File: src/rtl/i2c_slave_write_receiver_if.sv
// Bus bundle between the conditioned I2C pins and the write receiver.
// Latency: none (wires only).
// Backpressure: none; byte_valid is a strobe that downstream must take.
//
// Signals:
//   sda_filtered, scl_filtered : conditioned bus levels (driver -> receiver)
//   sda_pull_low               : open-drain low request (receiver -> pad)
//   received_byte, byte_valid  : delivered data byte and its one-cycle strobe
//   address_matched, busy      : transaction status
interface i2c_slave_write_receiver_if;
  logic       sda_filtered;
  logic       scl_filtered;
  logic       sda_pull_low;
  logic [7:0] received_byte;
  logic       byte_valid;
  logic       address_matched;
  logic       busy;

  modport master (
    output sda_filtered,
    output scl_filtered,
    input  sda_pull_low,
    input  received_byte,
    input  byte_valid,
    input  address_matched,
    input  busy
  );

  modport slave (
    input  sda_filtered,
    input  scl_filtered,
    output sda_pull_low,
    output received_byte,
    output byte_valid,
    output address_matched,
    output busy
  );
endinterface

File: src/rtl/i2c_slave_write_receiver.sv
// Write-only I2C slave: START/STOP detect, 7-bit address match, MSB-first data bytes, ACK via SDA pull-low.
// Latency: events act one control_clock after the filtered input changes; byte_valid one cycle after the 8th SCL rise.
// Backpressure: none; each byte is presented for one cycle with byte_valid and held until the next byte.
//
// Ports:
//   control_clock   : system clock shared with the bus conditioning stage
//   control_reset_n : asynchronous active-low reset
//   bus             : slave modport of i2c_slave_write_receiver_if
module i2c_slave_write_receiver #(
  parameter logic [6:0] SLAVE_ADDRESS = 7'h50
) (
  input  logic                         control_clock,
  input  logic                         control_reset_n,
  i2c_slave_write_receiver_if.slave    bus
);

  typedef enum logic [2:0] {
    IDLE,
    ADDRESS,
    ADDRESS_ACK,
    DATA,
    DATA_ACK,
    IGNORE
  } state_t;

  state_t     state_q, state_nx;
  logic [3:0] count_q, count_nx;
  logic [7:0] shift_q, shift_nx;
  logic [7:0] rx_byte_q, rx_byte_nx;
  logic       pull_q, pull_nx;
  logic       valid_q, valid_nx;
  logic       matched_q, matched_nx;
  logic       busy_q, busy_nx;
  logic       sda_prev, scl_prev;

  logic start_evt, stop_evt, scl_rise, scl_fall;

  // Bus events are decoded against the previous-cycle levels, so each is
  // visible in the cycle the filtered input changes.
  assign start_evt = scl_prev & bus.scl_filtered & sda_prev & ~bus.sda_filtered;
  assign stop_evt  = scl_prev & bus.scl_filtered & ~sda_prev & bus.sda_filtered;
  assign scl_rise  = ~scl_prev & bus.scl_filtered;
  assign scl_fall  = scl_prev & ~bus.scl_filtered;

  always_comb begin
    state_nx   = state_q;
    count_nx   = count_q;
    shift_nx   = shift_q;
    rx_byte_nx = rx_byte_q;
    pull_nx    = pull_q;
    valid_nx   = 1'b0;
    matched_nx = matched_q;
    busy_nx    = busy_q;

    if (start_evt) begin
      // Repeated START takes exactly the same path as a fresh one.
      state_nx   = ADDRESS;
      count_nx   = 4'd0;
      pull_nx    = 1'b0;
      matched_nx = 1'b0;
      busy_nx    = 1'b1;
    end else if (stop_evt) begin
      state_nx   = IDLE;
      pull_nx    = 1'b0;
      matched_nx = 1'b0;
      busy_nx    = 1'b0;
    end else begin
      unique case (state_q)
        IDLE: begin
        end

        ADDRESS: begin
          if (scl_rise) begin
            shift_nx = {shift_q[6:0], bus.sda_filtered};
            if (count_q != 4'd8) count_nx = count_q + 4'd1;
          end else if (scl_fall && count_q == 4'd8) begin
            count_nx = 4'd0;
            if (shift_q[7:1] == SLAVE_ADDRESS && !shift_q[0]) begin
              pull_nx    = 1'b1;
              matched_nx = 1'b1;
              state_nx   = ADDRESS_ACK;
            end else begin
              // Address mismatch or read request: leave SDA released (NACK).
              state_nx = IGNORE;
            end
          end
        end

        ADDRESS_ACK: begin
          if (scl_fall) begin
            pull_nx  = 1'b0;
            state_nx = DATA;
          end
        end

        DATA: begin
          if (scl_rise) begin
            shift_nx = {shift_q[6:0], bus.sda_filtered};
            if (count_q != 4'd8) count_nx = count_q + 4'd1;
            // The 8th bit is still in flight on sda_filtered, so it is
            // merged here rather than read back from the shift register.
            if (count_q == 4'd7) begin
              rx_byte_nx = {shift_q[6:0], bus.sda_filtered};
              valid_nx   = 1'b1;
            end
          end else if (scl_fall && count_q == 4'd8) begin
            pull_nx  = 1'b1;
            count_nx = 4'd0;
            state_nx = DATA_ACK;
          end
        end

        DATA_ACK: begin
          if (scl_fall) begin
            pull_nx  = 1'b0;
            state_nx = DATA;
          end
        end

        IGNORE: begin
        end

        default: state_nx = IDLE;
      endcase
    end
  end

  always_ff @(posedge control_clock or negedge control_reset_n) begin
    if (!control_reset_n) begin
      state_q   <= IDLE;
      count_q   <= 4'd0;
      shift_q   <= 8'h00;
      rx_byte_q <= 8'h00;
      pull_q    <= 1'b0;
      valid_q   <= 1'b0;
      matched_q <= 1'b0;
      busy_q    <= 1'b0;
      sda_prev  <= 1'b1;
      scl_prev  <= 1'b1;
    end else begin
      state_q   <= state_nx;
      count_q   <= count_nx;
      shift_q   <= shift_nx;
      rx_byte_q <= rx_byte_nx;
      pull_q    <= pull_nx;
      valid_q   <= valid_nx;
      matched_q <= matched_nx;
      busy_q    <= busy_nx;
      sda_prev  <= bus.sda_filtered;
      scl_prev  <= bus.scl_filtered;
    end
  end

  assign bus.sda_pull_low    = pull_q;
  assign bus.received_byte   = rx_byte_q;
  assign bus.byte_valid      = valid_q;
  assign bus.address_matched = matched_q;
  assign bus.busy            = busy_q;

endmodule

File: src/flat_wrapper.sv
// flat-port wrapper written by rule: the top's interface ports become plain ports
module i2c_slave_write_receiver_flat 
#(
  parameter logic [6:0] SLAVE_ADDRESS = 7'h50
)
  (control_clock, control_reset_n, bus_sda_filtered, bus_scl_filtered, bus_sda_pull_low, bus_received_byte, bus_byte_valid, bus_address_matched, bus_busy);
  i2c_slave_write_receiver_if bus_i ();
  input  logic control_clock;
  input  logic control_reset_n;
  input wire logic [$bits(bus_i.sda_filtered)-1:0] bus_sda_filtered;
  input wire logic [$bits(bus_i.scl_filtered)-1:0] bus_scl_filtered;
  output wire logic [$bits(bus_i.sda_pull_low)-1:0] bus_sda_pull_low;
  output wire logic [$bits(bus_i.received_byte)-1:0] bus_received_byte;
  output wire logic [$bits(bus_i.byte_valid)-1:0] bus_byte_valid;
  output wire logic [$bits(bus_i.address_matched)-1:0] bus_address_matched;
  output wire logic [$bits(bus_i.busy)-1:0] bus_busy;
  assign bus_i.sda_filtered = bus_sda_filtered;
  assign bus_i.scl_filtered = bus_scl_filtered;
  assign bus_sda_pull_low = bus_i.sda_pull_low;
  assign bus_received_byte = bus_i.received_byte;
  assign bus_byte_valid = bus_i.byte_valid;
  assign bus_address_matched = bus_i.address_matched;
  assign bus_busy = bus_i.busy;
  i2c_slave_write_receiver #(.SLAVE_ADDRESS(SLAVE_ADDRESS)) u_core (.control_clock(control_clock), .control_reset_n(control_reset_n), .bus(bus_i));
endmodule
File: config.mk
export PLATFORM = sky130hd
export DESIGN_NAME = i2c_slave_write_receiver_flat
export DESIGN_NICKNAME = d
export VERILOG_FILES = /design/src/rtl/i2c_slave_write_receiver_if.sv /design/src/rtl/i2c_slave_write_receiver.sv /design/src/flat_wrapper.sv
export SDC_FILE = /design/constraint.sdc
export NUM_CORES = 1
export LEC_CHECK = 0
export BUFFER_PORTS_ARGS = -buffer_cell sky130_fd_sc_hd__buf_4
export CORE_MARGIN = 2
export CORE_UTILIZATION = 25
export CTS_CLUSTER_DIAMETER = 150
export DETAILED_ROUTE_END_ITERATION = 10
export PLACE_DENSITY = 0.52
export SLEW_MARGIN = 5
export SYNTH_ARGS = -nofsm -noshare
export SYNTH_HDL_FRONTEND = slang
export SYNTH_SLANG_ARGS = --single-unit
File: constraint.sdc
create_clock -name control_clock -period 2.7 [get_ports control_clock]
set_input_delay 0.54 -clock control_clock [delete_from_list [all_inputs] [get_ports control_clock]]
set_output_delay 0.54 -clock control_clock [all_outputs]
set_load 0.05 [all_outputs]
Word level (Yosys, flattened, before mapping)
Index checks and enable logic that the tools add are counted.

storage, ports and cells
  register bits after elaboration = 29
  word-level logic and storage cells = 97

cells by class
  reduce and logical (&&, ||, !) cells = 20
  multiplexer cells = 34
  add/subtract/negate cells = 1
  equality and inequality tests = 19
  bitwise logic cells = 13

operators by type and width
  cell                                                    number
  two-way mux 3 bit                                       8
  two-way mux 4 bit                                       6
  two-way mux 1 bit                                       18
  inequality test 4 x 1 -> 1 bit (second input constant)  4
  one-hot mux 3 bit (4 select lines)                      1
  AND reduction 4 bit                                     3
  nonzero test 3 bit                                      4
  inequality test 4 x 2 -> 1 bit (second input constant)  2
  AND 1 bit                                               7
  == test 7 bit (second input constant)                   1
  AND reduction 7 bit                                     1
  == test 3 x 2 -> 1 bit (second input constant)          2
  == test 3 bit (second input constant)                   2
  inequality test 3 x 1 -> 1 bit (second input constant)  2
  NOT 1 bit                                               6
  AND reduction 6 bit                                     1
  OR reduction 2 bit                                      3
  AND reduction 5 bit                                     1
  nonzero test 5 bit                                      1
  adder 4 x 1 -> 4 bit (second input constant)            1
  == test 4 x 3 -> 1 bit (second input constant)          1
  == test 4 bit (second input constant)                   1
  inequality test 4 bit (second input constant)           1
  nonzero test 2 bit                                      2
  other kinds (7)                                         8

Logic depth before layout (Yosys ltp)
  depth in word-level cells = 8
  mapped depth = 6
  depth with buffers taken out = 6

Worst setup path after synthesis
No wires, ideal clock.

  path kind = flip-flop to flip-flop
  start point = reg u_core.state_q[2]
  end point = reg u_core.rx_byte_q[0], in the netlist u_core.bus.received_byte[0]
  buffers on the path = 1
  stages on the path, launching flop included = 5
  path slack = 1011 ps
  setup time = 125 ps
  clock period less this slack = 1689 ps
  arrival time = 1564 ps
  required time = 2575 ps
  cells stage by stage = dfrtp_1 > buf_2 > and4bb_2 > nor4b_4 > mux2_2

on the way
  longest elaborated chain between the ends = 2

RTL lines
  what                                  line                             text
  start: declaration                    i2c_slave_write_receiver.sv:26   state_t state_q, state_nx;
  start signal: assignment              i2c_slave_write_receiver.sv:141  state_q <= state_nx;
  == test 3 x 2 -> 1 bit                i2c_slave_write_receiver.sv:68   unique case (state_q)
  AND reduction 5 bit (no source line)  n/a
  end signal: assignment                i2c_slave_write_receiver.sv:144  rx_byte_q <= rx_byte_nx;
  end: declaration                      i2c_slave_write_receiver.sv:29   logic [7:0] rx_byte_q, rx_byte_nx;

Every way passes these cells.
A chain may end at the register's enable or synchronous reset.

Final worst setup path
  start point = reg u_core.state_q[2]
  end point = reg u_core.rx_byte_q[6], in the netlist u_core.bus.received_byte[6]

Same word-level chain as after synthesis.

==> run summary <==
* **Post-Syn Area** 1390 sq um
* **maximum fanout along the worst path** 11
* **layout cell share with drive strength beyond 1** 0.316
* **relative contribution of the clock network to total power** 0.266
* **initial standard-cell utilization of the core** 0.256
* **worst reg2reg endpoint** u_core.bus.received_byte[6]$_DFFE_PN0P_
* **internal power** 836 uW
* **Post-synth EDFFs** 0
* **Sw Pwr** 437 uW
* **worst setup path endpoint** u_core.bus.received_byte[6]$_DFFE_PN0P_
* **Total Die Area** 6180 sq um
* **die outline width** 78.6 microns
* **Max Clk Rate** 484 MHz
* **clock-pin transition on the worst setup and hold timing paths** 0.06 ns
* **hold violation total from the final report** 0
* **total power density per cell area** 768 nW/um^2
* **combinational share of power** 0.271
* **sort of element at the start of the critical path** flip-flop
* **Max transition margin** 0.620
* **maximum level of the CTS H-tree** 2
* **sequential group share of total power** 0.463
* **count of endpoints failing setup in the final report** 0
* **pin count of the biggest net entering global routing** 30
* **worst r2r src** u_core.state_q[2]$_DFFE_PN0P_
* **final weighted congestion in routability-driven placement** 0.758
* **GRT Residual Overflow** 0
* **number of buffers created by CTS** 5
* **routed vias/inst** 4.66
* **RSZ-0062 raised after global routing** no
* **number of vias in the routed layout** 969
* **worst clock skew** 0.00331 ns
* **I/O pin count** 16
* **Initial DRT Pass Iterations** 4
* **HPWL after DPL** 2130 microns
* **number of nets produced by synthesis** 123
* **standard cell core area** 5440 sq um
* **CTS tree** built
* **antenna-violating nets left** 0
* **number of diodes added for antenna fixing** 0
* **clk buf depth** 2
* **min cycle time layout** 2.06 ns
* **Post-CTS Hold Buffers** 0
* **slew at the pin closest to its max-slew limit** 0.568 ns
* **portion of the clock cycle consumed by the worst path in the final layout** 0.765
* **number of warnings printed during yosys synthesis** 0
* **Leakage Power** 0.000743 uW
* **Std-Cell Rows** 27
* **number of global-route vias before repair** 1060
* **total power** 1270 uW
* **Avg WL per Cell** 14.0 microns
* **Synth Flop Type** sky130_fd_sc_hd__dfrtp_1
* **Worst Hold Class** in2async
* **DRC violations left** 0
* **r2r worst-path depth** 3
* **Synth Register Bits** 29
* **wire length of the first global-routing pass** 5090 microns
* **DRT iter0 DRCs** 70
* **Max-cap violations** 0
* **number of non-filler instances in the completed layout** 208
* **source-to-sink clock delay at the later pin of the worst-skew pair** 0.27 ns
* **result of the run** completed
* **I/O Buffers** 15
* **share of total power consumed by net switching** 0.343
* **average cell area after synthesis** 11.9 sq um
* **worst voltage drop across the vdd grid** 299 uV
* **y dimension of the die** 78.6 microns
* **placed cells** 200
* **final-report max-slew violation count** 0
* **wire length reported by the detailed router** 2910 microns
* **number of buffers added for setup after CTS** 0
* **count of different cell masters after synthesis** 40
* **total routing usage reported by global routing** 0.106
* **CP Capture Type** flip-flop
* **clock sink count** 29
* **Nets** 141
* **number of instances in the synthesized netlist** 117
* **number of instances resized during post-cts repair** 0
* **initial antenna violation count** 0
* **R2R setup slack** 0.64 ns
* **area overhead of the layout relative to synthesis** 19.2%
* **CP Launch Point** u_core.state_q[2]$_DFFE_PN0P_
* **ys async rst share** 1.00
* **fill cell total of the finished layout** 543
* **final total negative setup slack** 0 ns
* **Crit path required time** 2.86 ns
* **worst setup path class** reg2reg
* **clk root buf** sky130_fd_sc_hd__clkbuf_8
* **fraction of the yosys area taken by sequential cells** 0.523
* **Critical Path AT** 2.22 ns
-- layout make-up --
class	instances	area [sq um]	share of cell area
Multi-Input combinational cell	80	629	0.380
Tap cell	72	90.1	0.0543
Sequential cell	29	728	0.439
Timing Repair Buffer	15	113	0.0679
Clock buffer	6	72.6	0.0438
Inverter	4	15.0	0.00906
Clock inverter	2	10.0	0.00604
-- registers in the layout (all words and copies together) (netlist names), 3 cells and up --
| register | flops |
|---|---|
| u_core.bus.received_byte | 8 |
| u_core.state_q | 3 |
| u_core.shift_q | 8 |
| u_core.count_q | 4 |
-- stage by stage --
step                setup slack, ns  hold WS [ns]   util  area (sq um)
CTS                           0.623         0.187  0.305          1660
finish                        0.635         0.178  0.305          1660
global placement              0.619         0.476  0.290          1580
floorplan                      1.01         0.244      -          1390
detailed placement            0.522         0.487  0.290          1580
global route                  0.486         0.197  0.305          1660
-- routing by layer --
| metal | part of all wire | global-route usage | up-vias |
|---|---|---|---|
| li1 | - | - | 471 |
| met1 | 0.44 | 0.127 | 474 |
| met2 | 0.50 | 0.174 | 20 |
| met3 | 0.045 | 0.0345 | 4 |
| met4 | 0.010 | 0.0421 | 0 |
| met5 | 0 | 0 | - |
-- worst max-delay path: stages, from the launching register on --
cell and delay (ns):
sky130_fd_sc_hd__dfrtp_1 0.48, sky130_fd_sc_hd__and4bb_2 0.52, sky130_fd_sc_hd__nor4b_4 0.54, sky130_fd_sc_hd__mux2_2 0.41
-- Yosys cell counts (3+ instances only) --
cell type	count	area (sq um)
sky130_fd_sc_hd__a21oi_1	3	15.0
sky130_fd_sc_hd__nand3_1	4	20.0
sky130_fd_sc_hd__inv_1	4	15.0
sky130_fd_sc_hd__nand2_1	9	33.8
sky130_fd_sc_hd__dfrtp_1	27	676
sky130_fd_sc_hd__mux2_2	17	191
sky130_fd_sc_hd__nor2b_1	3	18.8
sky130_fd_sc_hd__buf_2	3	15.0
sky130_fd_sc_hd__nor2_1	7	26.3
-- logic make-up after synthesis --
family,count (synthesis),synth area share
AOI/OAI and AO/OA,19,0.106
xor gates and xnor gates,3,0.0189
adders and majority gates,2,0.0180
buffers and inverters,8,0.0243
DFF,29,0.523
muxes,18,0.145
and+or+nand+nor,38,0.165
-- cell usage in the layout, fill, tap and decap left out, types with 3 or more instances in the layout --
master                     Yosys  layout
sky130_fd_sc_hd__mux2_2       17      17
sky130_fd_sc_hd__dfrtp_1      27      27
sky130_fd_sc_hd__nand2_1       9       9
sky130_fd_sc_hd__clkbuf_8      0       5
sky130_fd_sc_hd__nand3_1       4       4
sky130_fd_sc_hd__buf_4         0      15
sky130_fd_sc_hd__inv_1         4       4
sky130_fd_sc_hd__a21oi_1       3       3
sky130_fd_sc_hd__nor2b_1       3       3
sky130_fd_sc_hd__nor2_1        7       7
-- power by group through the flow --
stage	Clock (uW)	Combinational, uW	Sequential [uW]
5_1_grt	378	385	604
3_5_place_dp	0	345	595
4_1_cts	351	347	587
3_3_place_gp	0	333	589
2_1_floorplan	0	283	568
6_report	338	345	590
-- worst min-delay path by stage --
stage / start / to / slack (ns) / depth (start not counted)
final: control_reset_n / u_core.bus.busy$_DFFE_PN0N_ / 0.18 / 1
after global placement: control_reset_n / u_core.state_q[0]$_DFFE_PN0P_ / 0.48 / 1
after CTS: control_reset_n / u_core.state_q[2]$_DFFE_PN0P_ / 0.19 / 1
after floorplan: control_reset_n / u_core.bus.address_matched$_DFFE_PN0P_ / 0.24 / 0
after global routing: control_reset_n / u_core.count_q[1]$_DFFE_PN0P_ / 0.20 / 1
after detailed placement: control_reset_n / u_core.state_q[0]$_DFFE_PN0P_ / 0.49 / 1
(Power assumes the default switching activity.)
